$ cat src/rtl/spi_slave_rx.sv
// spi_slave_rx: SPI mode-0 receive-only slave delivering DATA_W-bit words on a valid/ready port.
// Define SPI_RX_SYNC_EN to add two-flop synchronizers on spi_CS, spi_sclk and spiData.
module spi_slave_rx #(
  parameter int DATA_W = 16
) (
  input  logic              clk,
  input  logic              reset,
  input  logic              spi_CS,
  input  logic              spi_sclk,
  input  logic              spiData,
  output logic [DATA_W-1:0] data_out,
  output logic              data_valid,
  input  logic              data_ready,
  output logic [4:0]        bit_cnt,
  output logic              frame_err,
  output logic              overrun
);
`ifdef SPI_RX_SYNC_EN
  localparam int SD = 2;
`else
  localparam int SD = 1;
`endif
  typedef enum logic [1:0] {IDLE, RECV, WAIT_CS} state_t;
  state_t state_q, state_d;
  logic [SD:0] cs_q, cs_d, sclk_q, sclk_d, vld_q, vld_d;
  logic [SD-1:0] sdi_q, sdi_d;
  logic [4:0] bit_cnt_q, bit_cnt_d;
  logic [DATA_W-2:0] shift_q, shift_d;
  logic [DATA_W-1:0] data_q, data_d;
  logic valid_q, valid_d, frame_err_q, frame_err_d, overrun_q, overrun_d;
  logic cs_cur, cs_rise, cs_fall, sclk_rise, sdi_cur;
  // Top bit of each pipe is the "previous" sample used for edge detection.
  always_comb begin
    cs_d   = {cs_q[SD-1:0], spi_CS};
    sclk_d = {sclk_q[SD-1:0], spi_sclk};
    vld_d  = {vld_q[SD-1:0], 1'b1};
    sdi_d  = SD'({sdi_q, spiData});
  end
  assign cs_cur    = cs_q[SD-1];
  assign cs_rise   = cs_cur & ~cs_q[SD];
  // A fall seen against the reset value of the pipe is not a real frame start.
  assign cs_fall   = ~cs_cur & cs_q[SD] & vld_q[SD];
  assign sclk_rise = sclk_q[SD-1] & ~sclk_q[SD];
  assign sdi_cur   = sdi_q[SD-1];
  always_comb begin
    state_d     = state_q;
    bit_cnt_d   = bit_cnt_q;
    shift_d     = shift_q;
    data_d      = data_q;
    valid_d     = valid_q & ~data_ready;
    frame_err_d = 1'b0;
    overrun_d   = 1'b0;
    case (state_q)
      IDLE: begin
        if (cs_fall) begin
          state_d   = RECV;
          bit_cnt_d = 5'd0;
          shift_d   = '0;
        end else if (~cs_cur) begin
          state_d = WAIT_CS;
        end
      end
      RECV: begin
        if (cs_rise) begin
          state_d     = IDLE;
          bit_cnt_d   = 5'd0;
          frame_err_d = bit_cnt_q != 5'd0;
        end else if (sclk_rise) begin
          shift_d   = (DATA_W-1)'({shift_q, sdi_cur});
          bit_cnt_d = bit_cnt_q + 5'd1;
          if (bit_cnt_q == 5'(DATA_W - 1)) begin
            data_d    = {shift_q, sdi_cur};
            valid_d   = 1'b1;
            overrun_d = valid_q & ~data_ready;
            state_d   = WAIT_CS;
          end
        end
      end
      WAIT_CS: begin
        if (cs_rise) begin
          state_d   = IDLE;
          bit_cnt_d = 5'd0;
        end
      end
      default: state_d = IDLE;
    endcase
  end
  always_ff @(posedge clk or negedge reset) begin
    if (!reset) begin
      state_q     <= IDLE;
      cs_q        <= '1;
      sclk_q      <= '0;
      vld_q       <= '0;
      sdi_q       <= '0;
      bit_cnt_q   <= 5'd0;
      shift_q     <= '0;
      data_q      <= '0;
      valid_q     <= 1'b0;
      frame_err_q <= 1'b0;
      overrun_q   <= 1'b0;
    end else begin
      state_q     <= state_d;
      cs_q        <= cs_d;
      sclk_q      <= sclk_d;
      vld_q       <= vld_d;
      sdi_q       <= sdi_d;
      bit_cnt_q   <= bit_cnt_d;
      shift_q     <= shift_d;
      data_q      <= data_d;
      valid_q     <= valid_d;
      frame_err_q <= frame_err_d;
      overrun_q   <= overrun_d;
    end
  end
  assign data_out   = data_q;
  assign data_valid = valid_q;
  assign bit_cnt    = bit_cnt_q;
  assign frame_err  = frame_err_q;
  assign overrun    = overrun_q;
endmodule

$ cat config.mk
export PLATFORM = sky130hd
export DESIGN_NAME = spi_slave_rx
export DESIGN_NICKNAME = d
export VERILOG_FILES = /design/src/rtl/spi_slave_rx.sv
export SDC_FILE = /design/constraint.sdc
export NUM_CORES = 1
export LEC_CHECK = 0
export BUFFER_PORTS_ARGS = -buffer_cell sky130_fd_sc_hd__buf_2
export CORE_ASPECT_RATIO = 0.7
export CORE_UTILIZATION = 52
export CTS_BUF_LIST = sky130_fd_sc_hd__clkbuf_4
export DETAILED_ROUTE_END_ITERATION = 8
export PLACE_DENSITY_LB_ADDON = 0.1
export SLEW_MARGIN = 20
export SYNTH_ARGS = -nofsm -noshare
export SYNTH_HDL_FRONTEND = slang
export SYNTH_SLANG_ARGS = --single-unit
$ cat constraint.sdc
create_clock -name clk -period 1.79 [get_ports clk]
set_input_delay 0.2685 -clock clk [delete_from_list [all_inputs] [get_ports clk]]
set_output_delay 0.2685 -clock clk [all_outputs]
set_load 0.05 [all_outputs]
==> results of run 1 <==
[worst max-delay path by stage]
stage                           from            to  slack, ns
after floorplan           bit_cnt[0]  data_out[10]      -0.24
after detailed placement     cs_q[0]    bit_cnt[4]      0.006
final                     bit_cnt[0]   data_out[5]       0.05
after global routing      bit_cnt[0]  data_out[15]      -0.01
after CTS                 bit_cnt[0]   data_out[0]       0.05
after global placement       cs_q[1]    bit_cnt[3]       0.08
[cell type report]
cell class                 instances  share of cell area (%)
clock buffer                       7                   2.241
clock inverter                     1                  0.2134
inverter                           5                  0.8004
multi-input combinational         76                   30.36
sequential                        48                   51.55
tap                               50                   2.668
timing repair buffer              43                   12.17
[repair_timing]
| action | in CTS | in global routing |
|---|---|---|
| resized for setup | 1 | 1 |
| hold endpoints to repair | 31 | 0 |
| setup buffers | 0 | 1 |
| pin swaps | 0 | 1 |
| hold buffers | 4 | 0 |
| setup endpoints to repair | 2 | 15 |
[synthesized netlist by cell type]
master	count	share of area, %
a21o_2	2	0.90
a21oi_1	4	1.0
a22o_1	15	6.7
a31oi_1	2	0.64
a41oi_1	1	0.45
and3_1	1	0.32
and3_2	1	0.38
buf_12	1	1.0
buf_2	3	0.77
buf_4	1	0.38
buf_6	2	1.2
conb_1	1	0.19
dfrtp_1	46	59
dfstp_2	2	2.7
ha_1	3	1.9
inv_1	5	0.96
mux2_2	9	5.2
mux2_4	8	6.2
mux2i_1	1	0.51
nand2_1	6	1.2
nand2b_1	1	0.32
nand2b_4	1	0.70
nand3_1	1	0.26
nor2_1	3	0.58
nor2b_1	2	0.64
nor3_1	1	0.26
nor3_4	2	1.7
nor4_1	1	0.32
nor4b_1	1	0.45
o211a_1	1	0.51
o211ai_1	2	0.77
o21ai_0	3	0.77
o311a_2	1	0.58
or3_1	1	0.32
or3_2	1	0.38
[per-layer routing]
| metal | part of all wire (%) | wire length (um) | vias to the layer above | global-route usage, % |
|---|---|---|---|---|
| li1 | - | - | 577 | - |
| met1 | 48 | 1630 | 612 | 28.20 |
| met2 | 44 | 1496 | 44 | 28.98 |
| met3 | 6.8 | 230 | 5 | 7.619 |
| met4 | 1.1 | 39 | 0 | 6.481 |
| met5 | 0 | 0 | - | 0 |
[logic make-up (layout without fill, tap and decap cells)]
logic type / after synthesis / in the layout
flops: 48 / 48
compound gates: 31 / 31
simple gates: 23 / 23
mux: 18 / 18
buf+inv: 12 / 56
fa+ha+maj: 3 / 3
other cells: 1 / 1
[where the power goes]
group | switching (W) | internal [W] | leakage [nW]
Sequential | 0.0000221 | 0.00111 | 0.642
Clock | 0.000315 | 0.000184 | 0.0361
Combinational | 0.000151 | 0.0000936 | 0.515
Total | 0.000488 | 0.00139 | 1.19
[through the flow]
step / cells / hold slack (ns) / worst slack, ns
6_report: 230 / 0.2015 / 0.05253
5_1_grt: 230 / 0.2082 / -0.01069
4_1_cts: 229 / 0.1926 / 0.05144
2_1_floorplan: 136 / -0.02709 / -0.2450
3_3_place_gp: 217 / 0.3334 / 0.07972
3_5_place_dp: 217 / 0.3520 / 0.006436
[registers in the layout, summed over array words and instances (netlist names)]
register,cells
overrun,1
cs_q,2
sclk_q,2
sdi_cur,1
state_q,2
shift_q,15
bit_cnt,5
data_valid,1
data_out,16
frame_err,1
vld_q,2
[critical path, delay by kind of cell (launching register included)]
family,cells,cell delay [ns]
flops,1,0.41
simple gates,3,0.40
mux,1,0.34
fa+ha+maj,2,0.28
buf+inv,1,0.19
==> summary.md, run 1 <==
| Metric | Value |
|---|---|
| Outcome | completed |
| Via count | 1238 |
| Number of setup violations in the final report | 0 |
| Design Power | 0.001880 W |
| ANT cells | 0 |
| Final core utilization | 65.89% |
| Number of fill cells | 290 |
| Number of nets with antenna violations after routing | 0 |
| Vias in the first global route | 1173 |
| Period utilization | 97.07% |
| Post-Syn Nets | 145 |
| Worst path required time | ~2.0 ns |
| Die width | 75.25 um |
| R2R Setup Slk | roughly 0.053 ns |
| VDD IR max | 0.5295 mV |
| Row count | 18 |
| Grt ovf | 0 |
| Period minus WS final | between 1.5 and 2 ns |
| Adder and majority cell fraction of the synthesized area | 1.922% |
| Yosys warnings | 0 |
| Synth Area in Simple Gates | 7.751% |
| Placed inst area | 2218 um^2 |
| Clk_skew | 0.005547 ns |
| Type of the worst setup path | flop to flop |
| Syn Std Cell Area | 1953 um^2 |
| CORE AREA | 3558 um^2 |
| DIE AREA | 4009 um^2 |
| Vias per Instance | approximately 5.4 |
| Maximum clock frequency | 575.5 MHz |
| Startpoint Class | flop |
| Die Y | 53.28 um |
| Mapped Cells | 136 |
| Commonest non-fill, non-tap cell in the layout | dfrtp_1 |
| Io pins | 30 |
| Area growth, synth to finish | 20.05% |
| Register area share after synthesis | 61.63% |
| GP Congestion | 0.8592 |
| Crit Path Max Fanout | 18 |
| CP max stage delay | 0.41 ns |
| Clk sink count | 48 |
| CTS tree | yes |
| CTS Buf Count | 5 |
| Setup TNS | 0 ns |
| Area of the multi-input gates | 711.9 um^2 |
| DRC errors left | 0 |
| Worst Setup End Kind | flop |
| Slew Viols, Final | 0 |
| CP dominant cell by count | ha_4 |
| Sequential cell area | 1209 um^2 |
| Max Root-Sink Buffers | 2 |
| Hold path cells | 3 |
| First-pass GRT wire length | between 5000 and 6000 um |
| Clock root cell | clkbuf_4 |
| Main combinational cell family by area after synthesis | compound AO/OA/AOI/OAI gates |
| Worst Hold End | data_valid |
| Drt pass-1 iters | 4 |
| Total Routing Usage GR | 20.16% |
| DRT Wirelength | 3396 um |
| Initial antenna violation count | 0 |
| Compound-Gate Fraction of Synth Area | 12.36% |
| Rel. slew slack | 53.95% |
| HP Start | data_ready |
| Actual slew at the worst max-slew pin | 0.6908 ns |
| Avg Cell Area, Syn | 14.36 um^2 |
| R2R cell count | 7 |
| # nets final | roughly 190 |
| CTS H-tree depth | 2 |
| CP max stage cell | dfrtp_2 |
| #FFs+latches synth | 48 |
| CP Cell Sequence | ha_4, and3_4, ha_4, nand2_4, nor3_4, buf_12, mux2_2 |
| R2r startpoint | bit_cnt[0] |
| MaxCap Viol Count | 0 |
| Leak Pwr | 1.194 nW |
| Initial drt markers | 64 |
| Worst skew pair latency | 0.36 ns |
| Post-Layout Inst Area | 2345 um^2 |
| Detailed Place HPWL | ~2300 um |
| Post-synth cell types | 35 |
| Largest net degree at the start of global routing | 33 |
| Crit path arrival time | 1.99 ns |
| Mux cell area share after synthesis | roughly an eighth |
| PwrDens | 801.8 nW/um^2 |
| Initial core utilization | 54.89% |
| Port buffer count | 29 |
| Xor and xnor area share after synthesis | 0% |
| RR Endpoint | data_out[5] |
| Leading cell types in the layout, fill and taps excluded | dfrtp_1 (42), buf_2 (29), a22o_1 (15), mux2_2 (9) |
| Wirelength per Cell | ~15 um |
| Clock slew at reported path FFs | ~0.12 ns |
| RSZ-0062 raised after global routing | yes |
| Hold Crit Class | primary input to flop |
| Final hold vios | 0 |
| Layout cell share with drive strength beyond 1 | between 40% and 50% |
Note: power is estimated with default switching activity, not from simulation.
==> run 2, diff against run 1 <==
Settings changed: ABC_AREA from default to 1, CORE_UTILIZATION 52 to 53.
==> summary.md, run 2 <==
| Metric | Value |
|---|---|
| Async S/R FF share, synth | 100.0% (unchanged) |
| Die width | 77.05 um (+2.4%) |
| Wirelength per Cell | 11.24 um (-24%) |
| Worst Setup End Kind | flop |
| Initial antenna violation count | 0 (unchanged) |
| Total Routing Usage GR | 18.73% (-1.4 points) |
| Syn Std Cell Area | 2090 um^2 (+7.0%) |
| Post-synth cell types | 23 (-34%) |
| Setup bufs post-CTS | 0 (unchanged) |
| RSZ-0062 raised after global routing | no |
| Clock slew at reported path FFs | 0.13 ns (about the same) |
| Number of fill cells | 320 (+10%) |
| Detailed Place HPWL | 2495 um (+8.4%) |
| Die Y | 54.54 um (+2.4%) |
| Leading cell types in the layout, fill and taps excluded | nand2_1 (66), dfrtp_1 (44), inv_1 (32), buf_2 (29), o21ai_2 (16) |
| DIE AREA | 4202 um^2 (+4.8%) |
| DRT Wirelength | 3484 um (+2.6%) |
| Area contributors post-synth | dfrtp_1 (55%), nand2_1 (12%), o21ai_2 (6.7%) |
| MaxCap Viol Count | 0 (unchanged) |
| Commonest non-fill, non-tap cell in the layout | nand2_1 |
| Final hold vios | 0 (unchanged) |
| ANT cells | 0 (unchanged) |
| Worst skew pair latency | 0.36 ns (about the same) |
| Vias in the first global route | 1242 (+5.9%) |
| Clock root cell | clkbuf_4 |
| Avg Cell Area, Syn | 9.455 um^2 (-34%) |
| Post-CTS Resized | 0 (-1) |
| Layout cell share with drive strength beyond 1 | 26.92% (-19 points) |
| Setup TNS | 0 ns (unchanged) |
| Dpl cells | 298 (+37%) |
| Worst Hold End | overrun |
| Clk sink count | 48 (unchanged) |
| Max Root-Sink Buffers | 2 (unchanged) |
| Largest register FFs | 16 (unchanged) |
| Non-filler instance count after layout | 310 (+35%) |
| Yosys warnings | 0 (unchanged) |
| Port buffer count | 29 (unchanged) |
| RR Endpoint | data_out[2] |
| # nets final | 268 (+43%) |
| Crit Path Max Fanout | 34 (+16) |
| Most common library cells after synthesis | nand2_1 (66), dfrtp_1 (46), inv_1 (32), o21ai_2 (16), nor2_1 (15) |
| Post-Syn Nets | 230 (+59%) |
| First-pass GRT wire length | 5761 um (+2.5%) |
| Synth top area share | 55.09% (-3.8 points) |
| Post-Layout Inst Area | 2424 um^2 (+3.4%) |
| Maximum clock frequency | 632.7 MHz (+9.9%) |
| GP Congestion | 0.9000 (+4.7%) |
| Largest net degree at the start of global routing | 35 (+6.1%) |
| R2r startpoint | bit_cnt[0] |
| Vias per Instance | 4.800 (-11%) |
| Number of setup violations in the final report | 0 (unchanged) |
| Yosys top cell by area | dfrtp_1 |
| Hold slack | 0.1403 ns (-0.06122 ns) |
| CTS Buf Count | 5 (unchanged) |
| Via count | 1488 (+20%) |
| Clk_skew | 0.007981 ns (+0.002434 ns) |
| HP Start | data_ready |
| CTS H-tree depth | 2 (unchanged) |
| Grt ovf | 0 (unchanged) |
| Drt pass-1 iters | 4 (unchanged) |
| Io pins | 30 (unchanged) |
| Number of nets with antenna violations after routing | 0 (unchanged) |
| Register area share after synthesis | 57.60% (-4.0 points) |
| Area growth, synth to finish | 15.99% |
| Initial drt markers | 49 (-23%) |
| Type of the worst setup path | flop to flop |
| Top-count cell post-synth | nand2_1 |
| Hold Crit Class | primary input to flop |
| R2R cell count | 8 (+1) |
| PwrDens | 962.7 nW/um^2 (+20%) |
| VDD IR max | 0.5696 mV (+7.6%) |
| #FFs+latches synth | 48 (unchanged) |
| CORE AREA | 3649 um^2 (+2.5%) |
| Period minus WS final | 1.581 ns (-0.1570 ns) |
| DRC errors left | 0 (unchanged) |
| Hold path cells | 4 (+1) |
| Leak Pwr | 1.254 nW (+5.0%) |
| Hold buffers post-CTS | 4 (unchanged) |
| Worst path required time | 2.05 ns (about the same) |
| Top_reg_cell synth | dfrtp_1 |
| Slew Viols, Final | 0 (unchanged) |
| R2R Setup Slk | 0.21 ns (+0.16 ns) |
| CTS tree | yes |
| EDFF count, synth | 0 (unchanged) |
| Outcome | completed |
| Row count | 18 (unchanged) |
| Mapped Cells | 221 (+63%) |
| Initial core utilization | 57.27% (+2.4 points) |
| Period utilization | 88.30% (-8.8 points) |
| Crit path arrival time | 1.84 ns (-0.15 ns) |
| Placed inst area | 2301 um^2 (+3.7%) |
| Startpoint Class | flop |
==> run 2: cell count changes after synthesis, sizes merged, moves of 4 or more <==
cell	before	now
nand3	1	8
mux2	17	0
a21oi	4	0
nor2	3	18
a22o	15	0
o21ai	3	31
nand2	6	70
inv	5	33
==> run 2: worst max-delay path by stage <==
stage                          start      endpoint  slack, ns  cells after the start
final                     bit_cnt[0]   data_out[2]       0.21                      8
after detailed placement  bit_cnt[0]  data_out[12]       0.24                      8
after global routing      bit_cnt[0]    state_q[0]       0.04                     11
after CTS                 bit_cnt[0]   data_out[0]       0.22                      8
after floorplan           bit_cnt[0]  data_out[10]       0.09                      8
after global placement    bit_cnt[0]  data_out[13]       0.29                      8
==> run 2: routing by layer <==
layer | global-route usage (%) | up-vias | part of all wire, %
li1 | - | 754 | -
met1 | 27.57 | 675 | 55
met2 | 25.89 | 49 | 38
met3 | 5.000 | 10 | 5.2
met4 | 8.491 | 0 | 1.5
met5 | 0 | - | 0
==> run 2: cell type report <==
cell class	count	area, um^2	area share, %
well taps	50	62.56	2.581
clock inverters	1	30.03	1.239
repair buffers	36	232.7	9.602
clock buffers	7	52.55	2.168
flip-flops and latches	48	1206	49.77
inverters	33	123.9	5.111
multi-input cells	135	715.7	29.53
==> run 2: per-stage QoR <==
stage	util, %	setup WS (ns)	total power (W)
floorplan	-	0.08743	0.001596
global placement	63.07	0.2895	0.001696
detailed placement	63.07	0.2421	0.001699
CTS	66.43	0.2203	0.002355
global route	66.43	0.04493	0.002459
finish	66.43	0.2095	0.002333
==> run 2: cell families after synthesis <==
| family | Yosys count | share of synthesized area [%] |
|---|---|---|
| AOI/OAI and AO/OA | 32 | 10.60 |
| adders and majority gates | 3 | 1.797 |
| other | 1 | 0.1795 |
| and+or+nand+nor | 99 | 21.68 |
| DFF | 48 | 57.60 |
| buffers and inverters | 38 | 8.144 |
==> run 2: critical path, cell delays in order (launching register included) <==
cell	delay (ns)
dfrtp_2	0.42
ha_1	0.17
nand2_1	0.08
nor2_1	0.12
ha_1	0.23
nand4_4	0.12
buf_12	0.19
nand2_1	0.09
o21ai_2	0.05
==> run 2: power breakdown <==
part	internal, W	switching [W]	total, W	leakage [nW]
logic	0.000142	0.000364	0.000506	0.561
clock network	0.000327	0.000322	0.000649	0.0463
registers	0.00112	0.0000533	0.00118	0.646
total	0.00159	0.000740	0.00233	1.25
==> run 3, diff against run 2 <==
--- a/config.mk
+++ b/config.mk
@@ -10,3 +10,3 @@
 export CORE_ASPECT_RATIO = 0.7
-export CORE_UTILIZATION = 53
+export CORE_UTILIZATION = 50
 export CTS_BUF_LIST = sky130_fd_sc_hd__clkbuf_4
==> constraint.sdc (replaced) <==
create_clock -name clk -period 1.79 [get_ports clk]
set_input_delay 0 -clock clk [delete_from_list [all_inputs] [get_ports clk]]
set_output_delay 0 -clock clk [all_outputs]
set_load 0.05 [all_outputs]
==> summary.md, run 3 (synthesis gave the netlist of run 2 again) <==
| Metric | Value |
|---|---|
| VDD IR max | 0.6524 mV (+15%) |
| Initial drt markers | 84 (+71%) |
| Layout cell share with drive strength beyond 1 | 26.72% (-0.21 points) |
| Crit path arrival time | 1.88 ns (+0.04 ns) |
| RSZ-0062 raised after global routing | no |
| Maximum clock frequency | 636.5 MHz (+0.60%) |
| Largest register FFs | 16 (unchanged) |
| Setup TNS | 0 ns (unchanged) |
| Wl on met1 | 1886 um (-1.4%) |
| CTS H-tree depth | 2 (unchanged) |
| Startpoint Class | flop |
| Outcome | completed |
| Vias per Instance | 4.780 (-0.41%) |
| ANT cells | 0 (unchanged) |
| Area growth, synth to finish | 16.23% |
| Slew Viols, Final | 0 (unchanged) |
| Area of the multi-input gates | 715.7 um^2 (unchanged) |
| Initial core utilization | 52.63% (-4.6 points) |
| R2R cell count | 8 (unchanged) |
| Final hold vios | 0 (unchanged) |
| Post-CTS Resized | 0 (unchanged) |
| Leak Pwr | 1.255 nW (about the same) |
| Sequential cell area | 1206 um^2 (unchanged) |
| Clk sink count | 48 (unchanged) |
| Design Power | 0.002322 W (-0.47%) |
| Total Routing Usage GR | 18.63% (-0.096 points) |
| Initial antenna violation count | 0 (unchanged) |
| Io pins | 30 (unchanged) |
| Worst skew pair latency | 0.37 ns (about the same) |
| Leading cell types in the layout, fill and taps excluded | nand2_1 (66), dfrtp_1 (44), inv_1 (32), buf_2 (29), o21ai_2 (16) |
| Grt ovf | 0 (unchanged) |
| Final core utilization | 61.17% (-5.3 points) |
| RR Endpoint | data_out[13] |
| R2R Setup Slk | 0.22 ns (about the same) |
| DIE AREA | 4446 um^2 (+5.8%) |
| Number of setup violations in the final report | 0 (unchanged) |
| Port buffer count | 29 (unchanged) |
| Worst Setup End Kind | flop |
| PwrDens | 956.1 nW/um^2 (-0.68%) |
| Hold Crit Class | primary input to async pin |
| Period minus WS final | 1.571 ns (-0.009471 ns) |
| # nets final | 270 (+0.75%) |
| Clk_skew | 0.02241 ns (+0.01443 ns) |
| Wirelength per Cell | 11.30 um (+0.54%) |
| Placed inst area | 2298 um^2 (-0.11%) |
| Die Y | 56.09 um (+2.8%) |
| Post-Layout Inst Area | 2429 um^2 (+0.21%) |
| DRC errors left | 0 (unchanged) |
| Vias in the first global route | 1390 (+12%) |
| Commonest non-fill, non-tap cell in the layout | nand2_1 |
| Row count | 19 (+1) |
| Number of nets with antenna violations after routing | 0 (unchanged) |
| First-pass GRT wire length | 6285 um (+9.1%) |
| Type of the worst setup path | flop to flop |
| Die width | 79.27 um (+2.9%) |
| Max Root-Sink Buffers | 2 (unchanged) |
| CTS Buf Count | 5 (unchanged) |
| DR WL met3 | 189 um (+4.4%) |
| Worst path required time | 2.10 ns (+0.05 ns) |
| MaxCap Viol Count | 0 (unchanged) |
| Via count | 1501 (+0.87%) |
| Detailed Place HPWL | 2524 um (+1.2%) |
| CORE AREA | 3970 um^2 (+8.8%) |
| R2r startpoint | bit_cnt[0] |
| Crit Path Max Fanout | 34 (unchanged) |
| CTS tree | yes |
| Clock root cell | clkbuf_4 |
| Largest net degree at the start of global routing | 35 (unchanged) |
| Setup bufs post-CTS | 0 (unchanged) |
| Number of fill cells | 357 (+12%) |
| Clock slew at reported path FFs | 0.15 ns (+0.02 ns) |
| Drt pass-1 iters | 4 (unchanged) |
| Period utilization | 87.77% (-0.53 points) |
| DRT Wirelength | 3548 um (+1.8%) |
| DR WL met2 | 1423 um (+6.4%) |
| Uppermost layer routed | met4 |
| GP Congestion | 0.8421 (-6.4%) |
[run 3: cell types whose count changed in the layout (fill, tap and decap cells not counted)]
| cell | previous run | this run |
|---|---|---|
| clkbuf_4 | 7 | 5 |
| clkinv_4 | 0 | 1 |
| dlygate4sd3_1 | 4 | 5 |
| clkinv_1 | 0 | 1 |
| buf_4 | 1 | 3 |
| buf_12 | 2 | 1 |
[run 3: area by class of cell]
cell class	count	area share [%]
Clock buffer	5	1.546
Multi-Input combinational cell	135	29.47
Clock inverter	3	1.752
Sequential cell	48	49.67
Inverter	33	5.100
Timing Repair Buffer	38	9.789
Tap cell	52	2.679
[run 3: through the flow]
stage / hold WS (ns) / instances / setup WS [ns]
5_1_grt: 0.09490 / 314 / 0.05761
6_report: 0.06793 / 314 / 0.2190
3_5_place_dp: -0.04445 / 301 / 0.2398
4_1_cts: 0.07043 / 314 / 0.2181
2_1_floorplan: -0.2956 / 221 / 0.08743
3_3_place_gp: -0.04602 / 301 / 0.2834
[run 3: worst max path at each step]
stage,from,endpoint,depth (start not counted)
after floorplan,bit_cnt[0],data_out[10],8
after global placement,bit_cnt[0],data_out[14],8
after detailed placement,bit_cnt[0],data_out[14],8
after CTS,bit_cnt[0],data_out[4],8
after global routing,bit_cnt[0],state_q[0],11
final,bit_cnt[0],data_out[13],8
[run 3: layer usage]
metal | track usage (%) | up-vias
met4 | 7.013 | 0
met2 | 25.00 | 37
met3 | 5.410 | 7
met1 | 28.26 | 695
li1 | - | 762
met5 | 0 | -
[run 3: what timing repair did]
item	in CTS	in global routing
hold buffers	5	0
endpoints found under the setup margin	0	0
hold endpoints to repair	51	0
[run 3: where the power goes]
part	switching [W]	total, W	leakage (nW)	internal [W]
Clock	0.000350	0.000643	0.0428	0.000293
Combinational	0.000358	0.000501	0.566	0.000142
Sequential	0.0000534	0.00118	0.646	0.00113
[run 3: worst max-delay path, cell delays in order, from the launching register on]
cell	delay, ns
dfrtp_2	0.46
ha_1	0.22
nand2_1	0.09
nor2_1	0.05
ha_1	0.22
nand4_4	0.11
buf_12	0.21
nand2_1	0.09
o21ai_2	0.06
